$ cat src/rtl/result_pack_pkg.sv
// result_pack shared definitions
// lane geometry defaults and state encodings
package result_pack_pkg;

    localparam int CONV_GROUP_NUM    = 64;
    localparam int DATA_RESULT_WIDTH = 16;
    localparam int BEAT_W            = 128;
    localparam int GRP               = 8;

    typedef enum logic [3:0] {
        RPACK_IDLE     = 4'd1,
        RPACK_PACK     = 4'd2,
        RPACK_VEC_DONE = 4'd3,
        RPACK_END      = 4'd4
    } rpack_state_e;

endpackage

$ cat src/rtl/result_pack_if.sv
// result_pack bus bundle
// config, per-lane results and packed output beat
interface result_pack_if #(
    parameter int LANES = 64,
    parameter int RW    = 16
);
    logic                  s_config_valid;
    logic                  s_config_ready;
    logic [31:0]           s_config_data;
    logic [LANES-1:0]      s_result_valid;
    logic [LANES-1:0]      s_result_ready;
    logic [RW*LANES-1:0]   s_result_data;
    logic                  m_result_valid;
    logic                  m_result_ready;
    logic [127:0]          m_result_data;
    logic                  m_result_last;

    modport slave (
        input  s_config_valid, s_config_data,
        output s_config_ready,
        input  s_result_valid, s_result_data,
        output s_result_ready,
        output m_result_valid, m_result_data, m_result_last,
        input  m_result_ready
    );

    modport master (
        output s_config_valid, s_config_data,
        input  s_config_ready,
        output s_result_valid, s_result_data,
        input  s_result_ready,
        input  m_result_valid, m_result_data, m_result_last,
        output m_result_ready
    );
endinterface

$ cat src/rtl/result_reg_slice.sv
// result_reg_slice: one-entry valid/ready output register
// accepts a new word while the held one drains (full throughput)
module result_reg_slice #(
    parameter int W = 128
) (
    input  logic         clk,
    input  logic         rst_n,
    input  logic         i_valid,
    output logic         o_ready,
    input  logic [W-1:0] i_data,
    input  logic         i_last,
    output logic         o_valid,
    input  logic         i_ready,
    output logic [W-1:0] o_data,
    output logic         o_last
);
    logic         r_valid;
    logic [W-1:0] r_data;
    logic         r_last;

    assign o_ready = !r_valid || i_ready;
    assign o_valid = r_valid;
    assign o_data  = r_data;
    assign o_last  = r_valid && r_last;

    // hold the word until the consumer takes it, reload on accept
    always_ff @(posedge clk) begin
        if (!rst_n) begin
            r_valid <= 1'b0;
            r_data  <= '0;
            r_last  <= 1'b0;
        end else if (o_ready) begin
            r_valid <= i_valid;
            if (i_valid) begin
                r_data <= i_data;
                r_last <= i_last;
            end
        end
    end
endmodule

$ cat src/rtl/result_pack.sv
// result_pack: packs 8 result lanes per beat into 128-bit words
// walks all lane groups once per vector, N vectors per config
module result_pack
    import result_pack_pkg::*;
#(
    parameter int LANES = CONV_GROUP_NUM,
    parameter int RW    = DATA_RESULT_WIDTH
) (
    input  logic          clk,
    input  logic          rst_n,
    result_pack_if.slave  bus,
    output logic [3:0]    status_rpack
);
    localparam int NBEAT = LANES / GRP;
    localparam int BW    = (NBEAT > 1) ? $clog2(NBEAT) : 1;
    localparam logic [BW-1:0] LAST_BEAT = BW'(NBEAT - 1);

    rpack_state_e          r_state;
    rpack_state_e          w_next;
    logic [23:0]           r_n;
    logic [23:0]           r_vec_cnt;
    logic [BW-1:0]         r_beat;

    logic                  w_cfg_ready;
    logic                  w_pack_en;
    logic                  w_cfg_fire;
    logic [BW+2:0]         w_base;
    logic [GRP-1:0]        w_grp_valid;
    logic                  w_slice_ready;
    logic                  w_take;
    logic                  w_beat_last;
    logic                  w_vec_last;
    logic [LANES-1:0]      w_rdy;
    logic [BEAT_W-1:0]     w_pack_data;
    logic                  w_m_valid;
    logic                  w_unused_cfg;

    assign w_unused_cfg = ^bus.s_config_data[31:24];

    assign w_cfg_fire  = bus.s_config_valid && w_cfg_ready;
    assign w_base      = {r_beat, 3'b000};
    assign w_grp_valid = bus.s_result_valid[w_base +: GRP];
    assign w_take      = w_pack_en && (&w_grp_valid) && w_slice_ready;
    assign w_beat_last = (r_beat == LAST_BEAT);
    assign w_vec_last  = (r_vec_cnt == r_n - 24'd1);

    assign bus.s_config_ready = w_cfg_ready;
    assign bus.s_result_ready = w_rdy;
    assign bus.m_result_valid = w_m_valid;
    assign status_rpack       = r_state;

    // state register
    always_ff @(posedge clk) begin
        if (!rst_n) r_state <= RPACK_IDLE;
        else        r_state <= w_next;
    end

    // next-state decode
    always_comb begin
        w_next = r_state;
        case (r_state)
            RPACK_IDLE:
                if (w_cfg_fire)
                    w_next = (bus.s_config_data[23:0] == 24'd0) ?
                             RPACK_END : RPACK_PACK;
            RPACK_PACK:
                if (w_take && w_beat_last) w_next = RPACK_VEC_DONE;
            RPACK_VEC_DONE:
                w_next = (({1'b0, r_vec_cnt} + 25'd1) < {1'b0, r_n}) ?
                         RPACK_PACK : RPACK_END;
            RPACK_END:
                if (!w_m_valid) w_next = RPACK_IDLE;
            default:
                w_next = RPACK_IDLE;
        endcase
    end

    // state-dependent enables, suppressed while reset is asserted
    always_comb begin
        w_cfg_ready = 1'b0;
        w_pack_en   = 1'b0;
        case (r_state)
            RPACK_IDLE: w_cfg_ready = rst_n;
            RPACK_PACK: w_pack_en   = rst_n;
            default:    ;
        endcase
    end

    // pop strobe for the selected lane group on a take
    always_comb begin
        w_rdy = '0;
        if (w_take) w_rdy[w_base +: GRP] = '1;
    end

    // sign-extend each selected lane into its 16-bit slot, lane 0 on top
    always_comb begin
        w_pack_data = '0;
        for (int k = 0; k < GRP; k++) begin
            w_pack_data[BEAT_W-1-16*k -: 16] = 16'($signed(
                bus.s_result_data[(int'(w_base) + k) * RW +: RW]));
        end
    end

    // vector count latch, beat and vector counters
    always_ff @(posedge clk) begin
        if (!rst_n) begin
            r_n       <= '0;
            r_vec_cnt <= '0;
            r_beat    <= '0;
        end else if (w_cfg_fire) begin
            r_n       <= bus.s_config_data[23:0];
            r_vec_cnt <= '0;
            r_beat    <= '0;
        end else if (r_state == RPACK_VEC_DONE) begin
            r_vec_cnt <= r_vec_cnt + 24'd1;
            r_beat    <= '0;
        end else if (w_take && !w_beat_last) begin
            r_beat <= r_beat + 1'b1;
        end
    end

    result_reg_slice #(
        .W (BEAT_W)
    ) u_slice (
        .clk     (clk),
        .rst_n   (rst_n),
        .i_valid (w_take),
        .o_ready (w_slice_ready),
        .i_data  (w_pack_data),
        .i_last  (w_beat_last && w_vec_last),
        .o_valid (w_m_valid),
        .i_ready (bus.m_result_ready),
        .o_data  (bus.m_result_data),
        .o_last  (bus.m_result_last)
    );
endmodule

$ cat src/flat_wrapper.sv
// flat-port wrapper written by rule: the top's interface ports become plain ports
module result_pack_flat import result_pack_pkg::*;
#(
    parameter int LANES = CONV_GROUP_NUM,
    parameter int RW    = DATA_RESULT_WIDTH
)
  (clk, rst_n, status_rpack, bus_s_config_valid, bus_s_config_data, bus_s_config_ready, bus_s_result_valid, bus_s_result_data, bus_s_result_ready, bus_m_result_valid, bus_m_result_data, bus_m_result_last, bus_m_result_ready);
  result_pack_if #(.LANES(LANES), .RW(RW)) bus_i ();
  input  logic clk;
  input  logic rst_n;
  output logic [3:0] status_rpack;
  input wire logic [$bits(bus_i.s_config_valid)-1:0] bus_s_config_valid;
  input wire logic [$bits(bus_i.s_config_data)-1:0] bus_s_config_data;
  output wire logic [$bits(bus_i.s_config_ready)-1:0] bus_s_config_ready;
  input wire logic [$bits(bus_i.s_result_valid)-1:0] bus_s_result_valid;
  input wire logic [$bits(bus_i.s_result_data)-1:0] bus_s_result_data;
  output wire logic [$bits(bus_i.s_result_ready)-1:0] bus_s_result_ready;
  output wire logic [$bits(bus_i.m_result_valid)-1:0] bus_m_result_valid;
  output wire logic [$bits(bus_i.m_result_data)-1:0] bus_m_result_data;
  output wire logic [$bits(bus_i.m_result_last)-1:0] bus_m_result_last;
  input wire logic [$bits(bus_i.m_result_ready)-1:0] bus_m_result_ready;
  assign bus_i.s_config_valid = bus_s_config_valid;
  assign bus_i.s_config_data = bus_s_config_data;
  assign bus_s_config_ready = bus_i.s_config_ready;
  assign bus_i.s_result_valid = bus_s_result_valid;
  assign bus_i.s_result_data = bus_s_result_data;
  assign bus_s_result_ready = bus_i.s_result_ready;
  assign bus_m_result_valid = bus_i.m_result_valid;
  assign bus_m_result_data = bus_i.m_result_data;
  assign bus_m_result_last = bus_i.m_result_last;
  assign bus_i.m_result_ready = bus_m_result_ready;
  result_pack #(.LANES(LANES), .RW(RW)) u_core (.clk(clk), .rst_n(rst_n), .bus(bus_i), .status_rpack(status_rpack));
endmodule
$ cat config.mk
export PLATFORM = sky130hd
export DESIGN_NAME = result_pack_flat
export DESIGN_NICKNAME = d
export VERILOG_FILES = /design/src/rtl/result_pack_pkg.sv /design/src/rtl/result_pack_if.sv /design/src/rtl/result_reg_slice.sv /design/src/rtl/result_pack.sv /design/src/flat_wrapper.sv
export SDC_FILE = /design/constraint.sdc
export NUM_CORES = 1
export LEC_CHECK = 0
export ABC_CLOCK_PERIOD_IN_PS = 8500
export CELL_PAD_IN_SITES_DETAIL_PLACEMENT = 1
export CELL_PAD_IN_SITES_GLOBAL_PLACEMENT = 1
export CORE_AREA = 2 2 520 522
export DETAILED_ROUTE_END_ITERATION = 8
export DIE_AREA = 0 0 522 524
export HOLD_SLACK_MARGIN = 0.15
export MAX_ROUTING_LAYER = met4
export PLACE_DENSITY_LB_ADDON = 0.1
export SLEW_MARGIN = 20
export SYNTH_ARGS = -nofsm -noshare
export SYNTH_HDL_FRONTEND = slang
export SYNTH_SLANG_ARGS = --single-unit
$ cat constraint.sdc
create_clock -name clk -period 8.5 [get_ports clk]
set_clock_uncertainty 0.2 [all_clocks]
set_input_delay 1.7 -clock clk [delete_from_list [all_inputs] [get_ports clk]]
set_output_delay 1.7 -clock clk [all_outputs]
set_load 0.01 [all_outputs]
==> reports/results.md <==
| Quantity | Value |
|:---|:---|
| Status | complete, no violations |
| Register cell area after layout | 3690 sq um |
| Worst slack at placement | 1.49 ns |
| Slowest cell on the critical path | nor3_1 |
| Post-detailed-route DRC marker count | 0 |
| Net switching power | 896 uW |
| Area grow syn2layout | 105% |
| Largest driver fanout on the critical path | 8 |
| CTS tree | done |
| Tmin final | 6.92 ns |
| Deepest level of the CTS H-tree | 4 |
| Relative slew slack | 31.3% |
| FF-to-FF Start | u_core.r_vec_cnt[0] |
| Count of hold-fix buffers inserted at cts | 0 |
| Leading cell type in the layout, fill and taps excluded | clkdlybuf4s50_1 |
| DIE HEIGHT | 524 microns |
| GRT Util Overall | 13.3% |
| EDFF count, synth | 0 |
| Min setup slack post-route | 1.58 ns |
| GPL Wtd Cong | 0.854 |
| Largest delay contributor family on the critical path | simple AND/OR/NAND/NOR gates |
| Crit start category | input port |
| Area of all placed cells without fillers | 34400 sq um |
| Library cell used as clock root buffer | clkbuf_16 |
| Critical path cell sequence | clkdlybuf4s50_1 > nand4_1 > nor4_1 > nor4_1 > nand2_1 > nand4_1 > or2_2 > nor3_1 > clkdlybuf4s50_1 |
| Setup_tns | 0 ns |
| Clock-pin slew reported for the worst setup and hold paths after clock tree synthesis | 0.08 ns |
| Leading cell types by total area after synthesis | mux4_2 34%, dfxtp_1 22%, mux2i_1 7.9% |
| Number of buffer and inverter instances along the worst setup path | 2 |
| Maximum clock frequency | 145 MHz |
| Total number of yosys warnings | 0 |
| Met1 track demand over resource in global routing | 14.6% |
| Die area | 274000 sq um |
| Power per cell area | 82.7 nW/um^2 |
| Via total after detailed routing | 18900 |
| Max IR drop VDD | 0.136 mV |
| End of the worst register-to-register path | u_core.status_rpack[1] |
| Net count after synthesis | 2823 |
| Yosys top cell area share | 34.4% |
| Clock buffers created by TritonCTS | 17 |
| # IOs | 1323 |
| Worst hold start | u_core.r_n[1] |
| Area occupied by multi-input gates | 12000 sq um |
| Post-synthesis sequential area ratio | 22.0% |
| Detailed placer's ending HPWL | 160000 microns |
| Post-synthesis cell type with the largest combined area | mux4_2 |
| Total grt overflow | 0 |
| GR met3 Demand/Resource | 4.75% |
| X dimension of the die | 522 microns |
| Count of buffers added by post-CTS timing repair for setup | 0 |
| Via/cell ratio | 2.93 |
| Sequential fraction of design power | 31.9% |
| Number of cells in the design after placement | 6356 |
| Starting density of the core | 6.27% |
| Routed length per instance | 28.2 microns |
| Switching power as a share of total power | 31.5% |
| Core outline area | 267000 sq um |
| Dominant synthesized flop cell | dfxtp_1 |
| Most used routing layer in global routing | met2 |
| Data arrival time of the worst path | 5.02 ns |
| Port Buffer Count | 1313 |
| Leak | 11.6 nW |
| Count of instances resized after the clock tree is built | 0 |
| Transition time at the pin with the least slew margin | 1.02 ns |
| Total of fill cells in the finished design | 31100 |
| Setup slack, reg-to-reg | 3.93 ns |
| Post-route total power | 2.85 mW |
| Placed cell area | 33600 sq um |
| First-pass GRT wire length | 227000 microns |
| Pin count of the biggest net entering global routing | 142 |
| CP required | 6.60 ns |
| Number of buffers on the longest clock path | 2 |
| Number of antenna violations at the first check in global routing | 159 |
| Drt first-iter violations | 707 |
| Num Clock Sinks | 184 |
| Endpoint of the worst hold path | u_core.r_n[1] |
| Final Cycle Share | 81.4% |
| Post-route non-filler standard cell count | 6449 |
| Wire length after detailed routing | 182000 microns |
| Number of rows created at floorplan | 190 |
| Number of instances in the synthesized netlist | 1666 |
| Number of hold violations in the final report | 0 |
| Worst setup path class | input port to output pin |
| Worst hold-check path type | flop to flop |
| Setup repair after global routing missed its margin | false |
| Most frequent cells in the layout | 1312 x clkdlybuf4s50_1, 256 x mux4_2, 226 x nand2_1, 182 x dfxtp_1, 139 x o21ai_0 |
| Synth Register Bits | 184 |
| Kind of end point of the critical path | output pin |
| Highest cell delay on the worst timing path | 0.83 ns |
| Later-pin clock latency in the skew report | 0.54 ns |
| WHS Path Cells | 2 |
| Share of cells above drive strength 1 | 11.7% |
| Final Slew Violations | 0 |
| Final net count | 3980 |
| Avg Cell Area, Syn | 10.1 sq um |
| Final setup fails | 0 |
| Max-cap violations | 0 |
| Power share of the clock group | 34.3% |
| Cell variety after synth | 53 |
| Cell area after synthesis | 16800 sq um |
| Internal power | 1.95 mW |
| Part of the total power dissipated in combinational logic | 33.8% |
| Worst reg-to-reg path cell count | 13 |
| Ys async rst share | 0% |
| GR Util met2 | 23.5% |
| Number of detailed-route iterations in the first pass | 5 |
| Antenna-violating nets left | 0 |
| Number of global-route vias before repair | 20500 |
==> stage by stage <==
stage | util, % | hold WS [ns]
6_report | 12.9 | 0.314
5_1_grt | 12.9 | 0.351
4_1_cts | 12.8 | 0.324
3_3_place_gp | 12.6 | 0.296
2_1_floorplan | - | 0.233
3_5_place_dp | 12.6 | 0.304
==> worst register-to-register path, stage by stage, from the launching register on <==
cell      delay [ns]
dfxtp_1         0.46
ha_1            0.27
nand3_1         0.18
nor2_1          0.41
nand3_1         0.38
nor3_1          0.49
and3_1          0.30
xor2_1          0.09
ha_1            0.31
nand3_1         0.12
or2_2           0.34
a211o_1         0.26
o21ai_0         0.49
a211oi_1        0.14
==> power by group through the flow <==
stage	sequential (mW)	clock, mW	combinational [mW]
floorplan	0.913	0	0.271
global placement	0.930	0	0.983
detailed placement	0.929	0	0.982
CTS	0.910	1.08	0.988
global route	0.914	1.09	1.03
finish	0.908	0.977	0.961
==> sequential cells by signal (all words and copies together), names as in the netlist <==
signal / flops
u_core.status_rpack: 3
u_core.r_n: 24
u_core.u_slice.o_data: 128
u_core.r_beat: 3
u_core.r_vec_cnt: 24
u_core.u_slice.r_last: 1
u_core.u_slice.o_valid: 1
==> Yosys cell counts (all sizes together) (4+ instances only) <==
| cell type | number |
|---|---|
| dfxtp | 184 |
| and3 | 4 |
| or2 | 4 |
| nor3 | 11 |
| and2 | 133 |
| nand3 | 44 |
| a21oi | 15 |
| xor2 | 37 |
| or3 | 5 |
| nor2 | 69 |
| buf | 113 |
| mux2i | 132 |
| o21ai | 141 |
| xnor2 | 38 |
| a21o | 7 |
| nand4 | 25 |
| clkbuf | 89 |
| inv | 34 |
| ha | 33 |
| nand3b | 5 |
| nand2 | 227 |
| mux4 | 256 |
| nor4 | 27 |
==> logic make-up (layout without fill, tap and decap cells) <==
group           count (synthesis)  in the layout  share of synthesized area (%)
buf+inv                       236           1406                           6.84
simple gates                  565            565                           16.5
compound gates                183            183                           5.99
xor+xnor                       75             75                           3.91
mux                           389            389                           42.3
fa+ha+maj                      33             33                           2.46
other cells                     1             62                         0.0223
flops                         184            184                           22.0
==> worst max-delay path by stage <==
stage               depth (start not counted)                     end  slack, ns                    from
finish                                      9   bus_s_result_ready[6]       1.58   bus_s_result_valid[2]
detailed placement                          9   bus_s_result_ready[6]       1.49   bus_s_result_valid[2]
floorplan                                   9  bus_s_result_ready[33]       2.85  bus_s_result_valid[23]
global placement                            9   bus_s_result_ready[6]       1.54   bus_s_result_valid[2]
global route                                9   bus_s_result_ready[0]       1.27   bus_s_result_valid[2]
CTS                                         9   bus_s_result_ready[6]       1.48   bus_s_result_valid[2]
==> routing by layer <==
metal / vias up / share of wire, %
li1: 8541 / -
met1: 9272 / 40
met2: 905 / 52
met3: 161 / 7.8
met4: 0 / 0.98
met5: - / 0
==> layout make-up <==
class | count | share of cell area, %
repair buffers | 1340 | 38.9
inverters | 34 | 0.393
flip-flops and latches | 184 | 10.7
multi-input cells | 1246 | 34.8
well taps | 3552 | 12.9
clock buffers | 17 | 1.24
clock inverters | 15 | 0.607
diodes | 61 | 0.444
No activity file was read; power rests on OpenSTA's default activity.
